**src/rtl/out_toggle_monitor.sv**
```systemverilog
// out_toggle_monitor: counts output-bus bit toggles between consecutive accepted
// samples over a fixed window and folds every sample into a MISR signature.
// Latency: report valid one cycle after the last window sample is accepted.
// Backpressure: report held stable until rpt_ready; samples arriving while a
//   report is pending are dropped, not buffered.
//
// Ports:
//   i_clk, i_rst        clock (rising edge), synchronous active-high reset
//   i_start             arm a new window (only honoured while idle)
//   i_in_valid/i_data_in sample strobe and observed netlist output bus
//   o_busy              high from arming until the report is taken
//   o_rpt_valid/i_rpt_ready report handshake
//   o_rpt_toggles       total toggled bits in window (saturating)
//   o_rpt_max_cycle     largest per-sample toggle count in window
//   o_rpt_samples       samples accepted in window
//   o_rpt_signature     final MISR value
module out_toggle_monitor #(
  parameter int                 WIDTH      = 62,
  parameter int                 WIN_CYCLES = 1000,
  parameter int                 CNT_W      = 32,
  parameter logic [WIDTH-1:0]   MISR_POLY  = 62'h3,
  parameter int                 PC_W       = 6
) (
  input  logic             i_clk,
  input  logic             i_rst,
  input  logic             i_start,
  input  logic             i_in_valid,
  input  logic [WIDTH-1:0] i_data_in,
  output logic             o_busy,
  output logic             o_rpt_valid,
  input  logic             i_rpt_ready,
  output logic [CNT_W-1:0] o_rpt_toggles,
  output logic [PC_W-1:0]  o_rpt_max_cycle,
  output logic [CNT_W-1:0] o_rpt_samples,
  output logic [WIDTH-1:0] o_rpt_signature
);

  typedef enum logic [1:0] {
    S_IDLE   = 2'd0,
    S_PRIME  = 2'd1,
    S_RUN    = 2'd2,
    S_REPORT = 2'd3
  } state_t;

  state_t           r_state;
  state_t           w_state_nxt;

  logic [WIDTH-1:0] r_prev;
  logic [WIDTH-1:0] r_sig;
  logic [CNT_W-1:0] r_toggles;
  logic [PC_W-1:0]  r_max;
  logic [CNT_W-1:0] r_samples;

  logic [WIDTH-1:0] w_diff;
  logic [PC_W-1:0]  w_pc;
  logic [CNT_W:0]   w_tog_sum;
  logic [CNT_W-1:0] w_tog_sat;
  logic [CNT_W-1:0] w_samples_inc;
  logic [WIDTH-1:0] w_sig_nxt;

  // Per-sample toggle count, purely combinational.
  assign w_diff = i_data_in ^ r_prev;

  always_comb begin
    w_pc = '0;
    for (int i = 0; i < WIDTH; i++) begin
      w_pc = w_pc + PC_W'(w_diff[i]);
    end
  end

  // One extra bit on the sum catches overflow so the total can clamp at all-ones.
  assign w_tog_sum     = {1'b0, r_toggles} + (CNT_W+1)'(w_pc);
  assign w_tog_sat     = w_tog_sum[CNT_W] ? {CNT_W{1'b1}} : w_tog_sum[CNT_W-1:0];
  assign w_samples_inc = r_samples + CNT_W'(1);

  // Shift left, feed back the taps when the bit shifted out is set, fold in the sample.
  assign w_sig_nxt = {r_sig[WIDTH-2:0], 1'b0}
                   ^ (r_sig[WIDTH-1] ? MISR_POLY : {WIDTH{1'b0}})
                   ^ i_data_in;

  always_comb begin
    w_state_nxt = r_state;
    case (r_state)
      S_IDLE:   if (i_start) w_state_nxt = S_PRIME;
      S_PRIME:  if (i_in_valid) w_state_nxt = S_RUN;
      S_RUN:    if (i_in_valid && (w_samples_inc == CNT_W'(WIN_CYCLES))) w_state_nxt = S_REPORT;
      S_REPORT: if (i_rpt_ready) w_state_nxt = S_IDLE;
      default:  w_state_nxt = S_IDLE;
    endcase
  end

  always_ff @(posedge i_clk) begin
    if (i_rst) begin
      r_state <= S_IDLE;
    end else begin
      r_state <= w_state_nxt;
    end
  end

  // Accumulators double as the report registers: they freeze once the window
  // closes and keep their value after the handshake until the next arm clears them.
  always_ff @(posedge i_clk) begin
    if (i_rst) begin
      r_prev    <= '0;
      r_sig     <= '0;
      r_toggles <= '0;
      r_max     <= '0;
      r_samples <= '0;
    end else begin
      case (r_state)
        S_IDLE: begin
          if (i_start) begin
            r_sig     <= '0;
            r_toggles <= '0;
            r_max     <= '0;
            r_samples <= '0;
          end
        end
        S_PRIME: begin
          // The priming sample only sets the toggle reference; nothing is counted.
          if (i_in_valid) begin
            r_prev    <= i_data_in;
            r_sig     <= w_sig_nxt;
            r_samples <= CNT_W'(1);
          end
        end
        S_RUN: begin
          if (i_in_valid) begin
            r_prev    <= i_data_in;
            r_sig     <= w_sig_nxt;
            r_toggles <= w_tog_sat;
            r_samples <= w_samples_inc;
            if (w_pc > r_max) r_max <= w_pc;
          end
        end
        default: ;
      endcase
    end
  end

  assign o_busy          = (r_state != S_IDLE);
  assign o_rpt_valid     = (r_state == S_REPORT);
  assign o_rpt_toggles   = r_toggles;
  assign o_rpt_max_cycle = r_max;
  assign o_rpt_samples   = r_samples;
  assign o_rpt_signature = r_sig;

endmodule

```
**config.mk**
```make
export PLATFORM = sky130hd
export DESIGN_NAME = out_toggle_monitor
export DESIGN_NICKNAME = d
export VERILOG_FILES = /design/src/rtl/out_toggle_monitor.sv
export SDC_FILE = /design/constraint.sdc
export NUM_CORES = 1
export LEC_CHECK = 0
export ABC_AREA = 0
export BUFFER_PORTS_ARGS = -buffer_cell sky130_fd_sc_hd__buf_2
export CAP_MARGIN = 20
export CELL_PAD_IN_SITES_DETAIL_PLACEMENT = 0
export CELL_PAD_IN_SITES_GLOBAL_PLACEMENT = 1
export CORE_ASPECT_RATIO = 0.8
export CORE_MARGIN = 2
export CORE_UTILIZATION = 35
export CTS_CLUSTER_DIAMETER = 30
export DETAILED_ROUTE_END_ITERATION = 8
export PLACE_DENSITY_LB_ADDON = 0.2
export SLEW_MARGIN = 40
export SYNTH_ARGS = -nofsm -noshare
export SYNTH_HDL_FRONTEND = slang
export SYNTH_SLANG_ARGS = --single-unit
```
**constraint.sdc**
```tcl
create_clock -name i_clk -period 15.95 [get_ports i_clk]
set_input_delay 1.595 -clock i_clk [delete_from_list [all_inputs] [get_ports i_clk]]
set_output_delay 1.595 -clock i_clk [all_outputs]
set_load 0.1 [all_outputs]
```
==> results.py, run 1 <==
metrics = {
    "status": {
        "status": "finished clean",
    },
    "logic_synthesis": {
        "synth_area_per_cell_sq_um": 8.27,
        "syn-cell-area_sq_um": 11300,
        "yosysSeqAreaShare_pct": 34.7,
        "ys.flop_type": "dfxtp_1",
        "async_flop_share_pct": 0,
        "synth_edf_count": 0,
        "synth_fp_nets": 1520,
        "synth_cell_types": 62,
        "synth_warnings": 0,
        "synth_cells": 1369,
        "synth-seq-cells": 196,
    },
    "route": {
        "drc": 0,
        "drtAntennaViolNets": 0,
        "wire_per_inst_um": 16.7,
        "via_per_inst": 5.05,
        "drt-initial-drc-count": 537,
        "drt_wl_total_mm": 32.5,
        "drtPass1Iterations": 4,
        "route.vias.total": 9828,
    },
    "floorplan": {
        "die_w_um": 205,
        "num_rows": 58,
        "core_sq_um": 31600,
        "die_y_um": 165,
        "initial_core_util_pct": 35.8,
        "pin_count": 201,
        "die-area_sq_um": 33800,
    },
    "clocking": {
        "ctsHoldBuffers": 0,
        "cts_setup_buffers": 0,
        "cts_tree": "built",
        "clkLatencyLatePin_ps": 450,
        "htree_num_levels": 4,
        "cts_resized": 0,
        "root_buffer": "clkbuf_16",
        "numClockSinks": 196,
        "max-clock-path-buffers": 2,
        "numCtsBuffers": 17,
        "clkTransAtPathRegs_ps": 80,
    },
    "setup_path": {
        "r2r_slack_ps": 7930,
        "critPathMaxStageDelay_ps": 570,
        "r2r_end": "o_rpt_toggles[9]$_SDFFE_PP0P_",
        "cp-end-kind": "flip-flop",
        "reg2regPathDepth": 26,
        "worstPathMaxFanout": 18,
        "cp_common_cell": "fa_1",
        "worstPathRequired_ps": 16310,
        "reg2reg_from": "r_prev[0]$_SDFFE_PP0P_",
        "cp-start-kind": "primary input",
        "crit_type": "in -> reg",
        "crit_path_top_delay_cell": "fa_1",
        "crit_arrival_ps": 9320,
    },
    "placed_design": {
        "place_congestion": 0.799,
        "io_buffers": 200,
        "place_ws_ps": 6360,
        "dp_hpwl_mm": 22.8,
    },
    "finish": {
        "register_area_sq_um": 3920,
        "drive_gt1_share_pct": 17.1,
        "final_cell_mix": "nand2_1, buf_2, dfxtp_1",
        "multi_input_area_sq_um": 6870,
        "syn2layout_area_growth_pct": 16.3,
        "final_util_pct": 41.6,
        "fill_cells": 3246,
        "diodes": 0,
        "layout_commonest_cell": "nand2_1",
        "final_nets": 1665,
    },
    "timing": {
        "period_minus_slack_ps": 8960,
        "setup_ws_ps": 6990,
        "hold_viol": 0,
        "worst_pin_slew_ps": 775,
        "tns_ps": 0,
        "rsz0062_at_grt": "false",
        "finalSetupViolCount": 0,
        "slew_viol_final": 0,
        "period_share_pct": 56.2,
        "fin_skew_ps": 18.3,
        "relSlewSlack_pct": 48.2,
        "clock.fmax_mhz": 112,
    },
    "global_routing": {
        "grt_overflow": 0,
        "grt_max_degree": 92,
        "antenna_found_initial": 1,
        "first_global_vias": 9058,
        "grt_pass1_wl_mm": 51.7,
        "grtUsageTotal_pct": 19.4,
    },
    "worst_hold_path": {
        "min_from": "r_prev[37]$_SDFFE_PP0P_",
        "hold_depth": 2,
        "min_to": "r_prev[37]$_SDFFE_PP0P_",
        "min_path_type": "reg -> reg",
    },
    "job": {
        "maxCapViolations": 0,
    },
}
sequential cells by signal, indices dropped and copies added (netlist names):
name / flops
o_rpt_max_cycle: 6
o_rpt_samples: 32
o_rpt_signature: 62
o_rpt_toggles: 32
r_prev: 62
r_state: 2
cells by family (layout without fill, tap and decap cells):
family	after synthesis	in the layout	synth area share [%]
AOI/OAI and AO/OA	301	301	15.7
xor gates and xnor gates	142	142	11.0
buffers and inverters	144	302	4.98
adders and majority gates	84	84	12.8
and+or+nand+nor	495	495	20.3
DFF	196	196	34.7
muxes	7	7	0.619
worst max-delay path by stage:
stage	from	to	slack, ps
4_1_cts	i_data_in[35]	o_rpt_toggles[21]$_SDFFE_PP0P_	6840
6_report	i_data_in[0]	o_rpt_toggles[9]$_SDFFE_PP0P_	6990
2_1_floorplan	i_data_in[35]	o_rpt_toggles[29]$_SDFFE_PP0P_	7230
5_1_grt	i_data_in[0]	o_rpt_toggles[9]$_SDFFE_PP0P_	6520
3_5_place_dp	i_data_in[35]	o_rpt_toggles[21]$_SDFFE_PP0P_	6360
3_3_place_gp	i_data_in[37]	o_rpt_toggles[21]$_SDFFE_PP0P_	6520
Yosys cell counts (all sizes together), types with 8 or more instances:
cell type  count  area (sq um)
a21oi        169           846
buf           17          87.6
clkbuf        65           244
and2           9          56.3
nor2          89           339
xnor2         48           420
nand2        233           875
a211oi         8          60.1
a21o           9          67.6
nand3         75           375
a311oi        15           131
inv           62           233
fa            53          1060
nor3          20           100
nand4         13           103
xor2          94           823
a22oi         16           120
and3          17           106
nor4           8          98.9
dfxtp        196          3920
ha            31           388
o21ai         41           205
a31oi         10          68.8
stage by stage:
stage | cells | area (sq um) | hold slack, ps
6_report | 1947 | 13200 | 467
5_1_grt | 1947 | 13200 | 484
4_1_cts | 1947 | 13200 | 469
3_5_place_dp | 1915 | 12600 | 458
3_3_place_gp | 1915 | 12600 | 453
2_1_floorplan | 1369 | 11300 | 448
metal layers:
layer  track usage, %  wire [um]  vias up
li1                 -          -     4927
met1             29.3      16800     4704
met2             28.2      14000      182
met3             4.16       1430       13
met4             3.47        240        2
met5                0         13        -
cell type report:
cell class	count	share of cell area [%]
Multi-Input combinational cell	1029	52.2
Tap cell	420	3.99
Clock buffer	17	3.23
Sequential cell	196	29.8
Timing Repair Buffer	208	8.13
Clock inverter	15	0.931
Inverter	62	1.77
critical path: cells and delay by family:
family / cells / cell delay (ps)
AOI/OAI and AO/OA: 5 / 770
xor gates and xnor gates: 2 / 320
adders and majority gates: 11 / 5170
buffers and inverters: 7 / 520
and+or+nand+nor: 2 / 960
Power of run 1 is not shown: default switching activity piles up to over one toggle a cycle in this logic, so the estimate is an artifact.
==> inputs of run 2 (changes only) <==
--- a/config.mk
+++ b/config.mk
@@ -5,7 +5,7 @@
 export SDC_FILE = /design/constraint.sdc
 export NUM_CORES = 1
 export LEC_CHECK = 0
-export ABC_AREA = 0
+export ABC_AREA = 1
 export BUFFER_PORTS_ARGS = -buffer_cell sky130_fd_sc_hd__buf_2
 export CAP_MARGIN = 20
 export CELL_PAD_IN_SITES_DETAIL_PLACEMENT = 0
==> constraint.sdc (replaced) <==
create_clock -name i_clk -period 9 [get_ports i_clk]
set_input_delay 0.9 -clock i_clk [delete_from_list [all_inputs] [get_ports i_clk]]
set_output_delay 0.9 -clock i_clk [all_outputs]
set_load 0.1 [all_outputs]
==> run 2 against run 1 <==
Compared with the run above:
- clock-buffer cell count rose by 8
- die area increased by 3.6%
- clock skew fell by 5.9 ps
- non-clock buffer count grew 3
- final cell count grew 15%
- first-iteration DRC count rose by 25%
- critical endpoint is now o_rpt_toggles[13]$_SDFFE_PP0P_
==> results.py, run 2 <==
metrics = {
    "clocking": {
        "ctsHoldBuffers": 0,
        "clkLatencyLatePin_ps": 450,
        "numCtsBuffers": 17,
        "htree_num_levels": 4,
        "root_buffer": "clkbuf_16",
        "clkTransAtPathRegs_ps": 70,
        "cts_setup_buffers": 0,
        "cts_resized": 0,
        "cts_tree": "built",
        "max-clock-path-buffers": 2,
        "numClockSinks": 196,
    },
    "timing": {
        "fin_skew_ps": 12.3,
        "worst_pin_slew_ps": 799,
        "hold_viol": 0,
        "period_minus_slack_ps": 8130,
        "relSlewSlack_pct": 46.7,
        "rsz0062_at_grt": "false",
        "slew_viol_final": 0,
        "tns_ps": 0,
        "period_share_pct": 90.4,
        "finalSetupViolCount": 0,
        "clock.fmax_mhz": 123,
    },
    "route": {
        "drtPass1Iterations": 5,
        "via_per_inst": 4.81,
        "drtAntennaViolNets": 0,
        "drc": 0,
        "drt-met1-wl_mm": 18.9,
        "drt_wl_total_mm": 34.5,
        "wl_met2_mm": 13.9,
        "route.vias.total": 10778,
        "highest_layer": "met4",
        "wire_per_inst_um": 15.4,
        "routed-wl-met3_mm": 1.41,
        "drt-initial-drc-count": 673,
    },
    "logic_synthesis": {
        "synth_area_per_cell_sq_um": 7.18,
        "synth_area_leader_cell": "dfxtp_1",
        "synth_cell_types": 38,
        "synth_warnings": 0,
        "synth_area_leaders": "dfxtp_1, nand2_1, nor2_1",
        "ys.flop_type": "dfxtp_1",
        "synth_top_cell_area_share_pct": 33.4,
        "synth_fp_nets": 1785,
        "async_flop_share_pct": 0,
        "yosysSeqAreaShare_pct": 33.4,
        "synth_edf_count": 0,
        "synth.cells.most_frequent": "nand2_1, nor2_1, o21ai_0",
        "syn-cell-area_sq_um": 11700,
        "yosysMostFrequentCell": "nand2_1",
        "synth_cells": 1634,
        "synth-seq-cells": 196,
    },
    "placed_design": {
        "dp_hpwl_mm": 25.0,
        "place_congestion": 0.823,
        "io_buffers": 200,
    },
    "global_routing": {
        "grt_pass1_wl_mm": 55.2,
        "first_global_vias": 9899,
        "grtUsageTotal_pct": 19.8,
        "grt_max_degree": 111,
        "grt_overflow": 0,
        "antenna_found_initial": 0,
    },
    "floorplan": {
        "die_y_um": 168,
        "initial_core_util_pct": 35.8,
        "die-area_sq_um": 35000,
        "num_rows": 59,
        "core_sq_um": 32800,
        "pin_count": 201,
        "die_w_um": 209,
    },
    "finish": {
        "fill_cells": 3470,
        "register_area_sq_um": 3920,
        "multi_input_area_sq_um": 7090,
        "syn2layout_area_growth_pct": 16.5,
        "drive_gt1_share_pct": 15.4,
        "layout_commonest_cell": "nand2_1",
        "final_cell_mix": "nand2_1, nor2_1, buf_2",
        "diodes": 0,
        "final_nets": 1950,
    },
    "setup_path": {
        "reg2regPathDepth": 31,
        "critPathMaxStageDelay_ps": 560,
        "crit_path_top_delay_cell": "fa_1",
        "worstPathRequired_ps": 9300,
        "worstPathMaxFanout": 12,
        "cp-end-kind": "flip-flop",
        "cp_common_cell": "fa_1",
        "cp-start-kind": "primary input",
        "crit_arrival_ps": 8440,
        "crit_type": "in -> reg",
    },
    "worst_hold_path": {
        "min_path_type": "reg -> reg",
        "hold_depth": 2,
    },
    "status": {
        "status": "finished clean",
    },
    "job": {
        "maxCapViolations": 0,
    },
}
run 2: logic make-up after synthesis:
kind of cell	share of synthesized area (%)
DFF	33.4
xor gates and xnor gates	7.31
AOI/OAI and AO/OA	15.7
buffers and inverters	6.34
and+or+nand+nor	24.9
adders and majority gates	12.3
run 2: per-stage QoR:
stage                     cell area (sq um)  setup slack [ps]  util (%)  hold slack, ps  cells
after detailed placement              13100               352      40.0             467   2207
after global placement                13100               420      40.0             465   2207
final                                 13700               866      41.7             476   2239
after global routing                  13700               307      41.7             502   2239
after floorplan                       11700              1170         -             476   1634
after CTS                             13700               825      41.7             480   2239
run 2: final cells by class:
class                   instances  share of cell area, %
clock inverters                 7                  0.540
multi-input cells            1245                   51.8
repair buffers                211                   7.98
inverters                     128                   3.51
clock buffers                  25                   3.55
flip-flops and latches        196                   28.7
well taps                     427                   3.91
run 2: worst max-delay path, delay by kind of cell:
family                     cells  cell delay, ps
adders and majority gates     11            4960
buffers and inverters          9             810
AOI/OAI and AO/OA              5             790
and+or+nand+nor                5             510
xor gates and xnor gates       2             460
run 2: per-layer routing:
metal  track usage (%)  up-vias
met1              31.2     4983
met3              3.90       18
met4              4.29        0
met2              27.3      192
li1                  -     5585
met5                 0        -
run 2: final timing paths:
check / end / slack (ps) / from
worst max-delay path: o_rpt_toggles[13]$_SDFFE_PP0P_ / 870 / i_data_in[11]
worst min-delay path: o_rpt_max_cycle[1]$_SDFFE_PP0P_ / 480 / o_rpt_max_cycle[1]$_SDFFE_PP0P_
worst max register to register: o_rpt_toggles[13]$_SDFFE_PP0P_ / 1120 / r_prev[11]$_SDFFE_PP0P_
worst min register to register: o_rpt_max_cycle[1]$_SDFFE_PP0P_ / 480 / o_rpt_max_cycle[1]$_SDFFE_PP0P_
Power of run 2 is left out for the same reason.
==> inputs of run 3 (changes only) <==
--- a/config.mk
+++ b/config.mk
@@ -8,7 +8,7 @@
 export ABC_AREA = 1
 export BUFFER_PORTS_ARGS = -buffer_cell sky130_fd_sc_hd__buf_2
 export CAP_MARGIN = 20
-export CELL_PAD_IN_SITES_DETAIL_PLACEMENT = 0
+export CELL_PAD_IN_SITES_DETAIL_PLACEMENT = 1
 export CELL_PAD_IN_SITES_GLOBAL_PLACEMENT = 1
 export CORE_ASPECT_RATIO = 0.8
 export CORE_MARGIN = 2
==> constraint.sdc (replaced) <==
create_clock -name i_clk -period 9.25 [get_ports i_clk]
set_input_delay 0.925 -clock i_clk [delete_from_list [all_inputs] [get_ports i_clk]]
set_output_delay 0.925 -clock i_clk [all_outputs]
set_load 0.1 [all_outputs]
==> run 3 against run 2 <==
Compared with the run above:
- non-clock buffer count stayed put
- final cell count stayed put
- worst hold slack better by 9.4 ps
- global-route usage is 1.9 points higher
- clock-buffer cell count is 6 lower
- routed wire length is 9.1% higher
- worst setup slack better by 170 ps
- sequential share of layout area is 0.18 points lower
- die area stayed put
- via count is 4.4% higher
- register-to-register slack better by 180 ps
- largest cell class unchanged
==> results.py, run 3 (synthesis results as in run 2) <==
metrics = {
    "route": {
        "wire_per_inst_um": 16.8,
        "drtAntennaViolNets": 0,
        "drtPass1Iterations": 5,
        "drt-initial-drc-count": 565,
        "drt_wl_total_mm": 37.7,
        "via_per_inst": 5.02,
        "drc": 0,
        "route.vias.total": 11250,
    },
    "setup_path": {
        "worstPathRequired_ps": 9560,
        "cp_common_cell": "fa_1",
        "cp-start-kind": "primary input",
        "critPathMaxStageDelay_ps": 550,
        "worstPathMaxFanout": 12,
        "crit_path_top_delay_cell": "fa_1",
        "crit_type": "in -> reg",
        "r2r_slack_ps": 1300,
        "crit_arrival_ps": 8530,
        "cp-end-kind": "flip-flop",
    },
    "floorplan": {
        "pin_count": 201,
        "core_sq_um": 32800,
        "die_y_um": 168,
        "num_rows": 59,
        "die_w_um": 209,
        "die-area_sq_um": 35000,
        "initial_core_util_pct": 35.8,
    },
    "clocking": {
        "clkTransAtPathRegs_ps": 80,
        "clkLatencyLatePin_ps": 450,
        "max-clock-path-buffers": 2,
        "numClockSinks": 196,
        "cts_resized": 0,
        "cts_setup_buffers": 0,
        "root_buffer": "clkbuf_16",
        "ctsHoldBuffers": 0,
        "numCtsBuffers": 17,
        "htree_num_levels": 4,
        "cts_tree": "built",
    },
    "finish": {
        "final_cell_mix": "nand2_1, nor2_1, buf_2",
        "drive_gt1_share_pct": 15.7,
        "layout_commonest_cell": "nand2_1",
        "syn2layout_area_growth_pct": 17.3,
        "final_nets": 1950,
        "diodes": 0,
    },
    "placed_design": {
        "dp_hpwl_mm": 27.7,
        "place_ws_ps": 525,
        "place_congestion": 0.824,
        "io_buffers": 200,
    },
    "status": {
        "status": "finished clean",
    },
    "timing": {
        "slew_viol_final": 0,
        "worst_pin_slew_ps": 748,
        "finalSetupViolCount": 0,
        "relSlewSlack_pct": 50.1,
        "fin_skew_ps": 17.2,
        "period_share_pct": 88.8,
        "setup_ws_ps": 1030,
        "rsz0062_at_grt": "false",
        "hold_viol": 0,
        "clock.fmax_mhz": 122,
        "tns_ps": 0,
        "hold_ws_ps": 486,
        "period_minus_slack_ps": 8220,
    },
    "job": {
        "maxCapViolations": 0,
    },
    "global_routing": {
        "first_global_vias": 11087,
        "antenna_found_initial": 0,
        "grt_max_degree": 111,
        "grt_overflow": 0,
        "grt_pass1_wl_mm": 60.8,
        "grtUsageTotal_pct": 21.7,
    },
    "worst_hold_path": {
        "min_path_type": "reg -> reg",
    },
}
run 3: routing by layer:
metal  vias up  share of wire, %  wire length [um]  GRT usage, %
met1      5491                53             19800          32.6
li1       5574                 -                 -             -
met4         0              0.85               320          4.44
met3        17               3.7              1400          3.67
met5         -                 0                 0             0
met2       168                43             16100          32.4
run 3: final timing paths:
path	startpoint	end	depth (start not counted)
setup reg to reg	r_prev[11]$_SDFFE_PP0P_	o_rpt_toggles[13]$_SDFFE_PP0P_	31
setup / recovery	i_data_in[11]	o_rpt_toggles[13]$_SDFFE_PP0P_	32
hold / removal	o_rpt_max_cycle[4]$_SDFFE_PP0P_	o_rpt_max_cycle[4]$_SDFFE_PP0P_	2
hold reg to reg	o_rpt_max_cycle[4]$_SDFFE_PP0P_	o_rpt_max_cycle[4]$_SDFFE_PP0P_	2
run 3: worst max-delay path: cells and delay by family:
family | cells | cell delay (ps)
and+or+nand+nor | 5 | 500
xor gates and xnor gates | 2 | 470
AOI/OAI and AO/OA | 5 | 810
buffers and inverters | 9 | 790
adders and majority gates | 11 | 5050
run 3: cell type report:
class / count / area (sq um)
sequential: 196 / 3920
fill: 4159 / 19000
inverter: 128 / 480
clock buffer: 19 / 453
tap: 427 / 534
multi-input combinational: 1245 / 7090
clock inverter: 13 / 193
timing repair buffer: 211 / 1090
run 3: stage by stage:
step                      utilization, %  area [sq um]  std cells
after global routing                42.0         13800       2239
after detailed placement            40.0         13100       2207
after CTS                           42.0         13800       2239
final                               42.0         13800       2239
after global placement              40.0         13100       2207
after floorplan                        -         11700       1634
Power of run 3 is left out for the same reason.
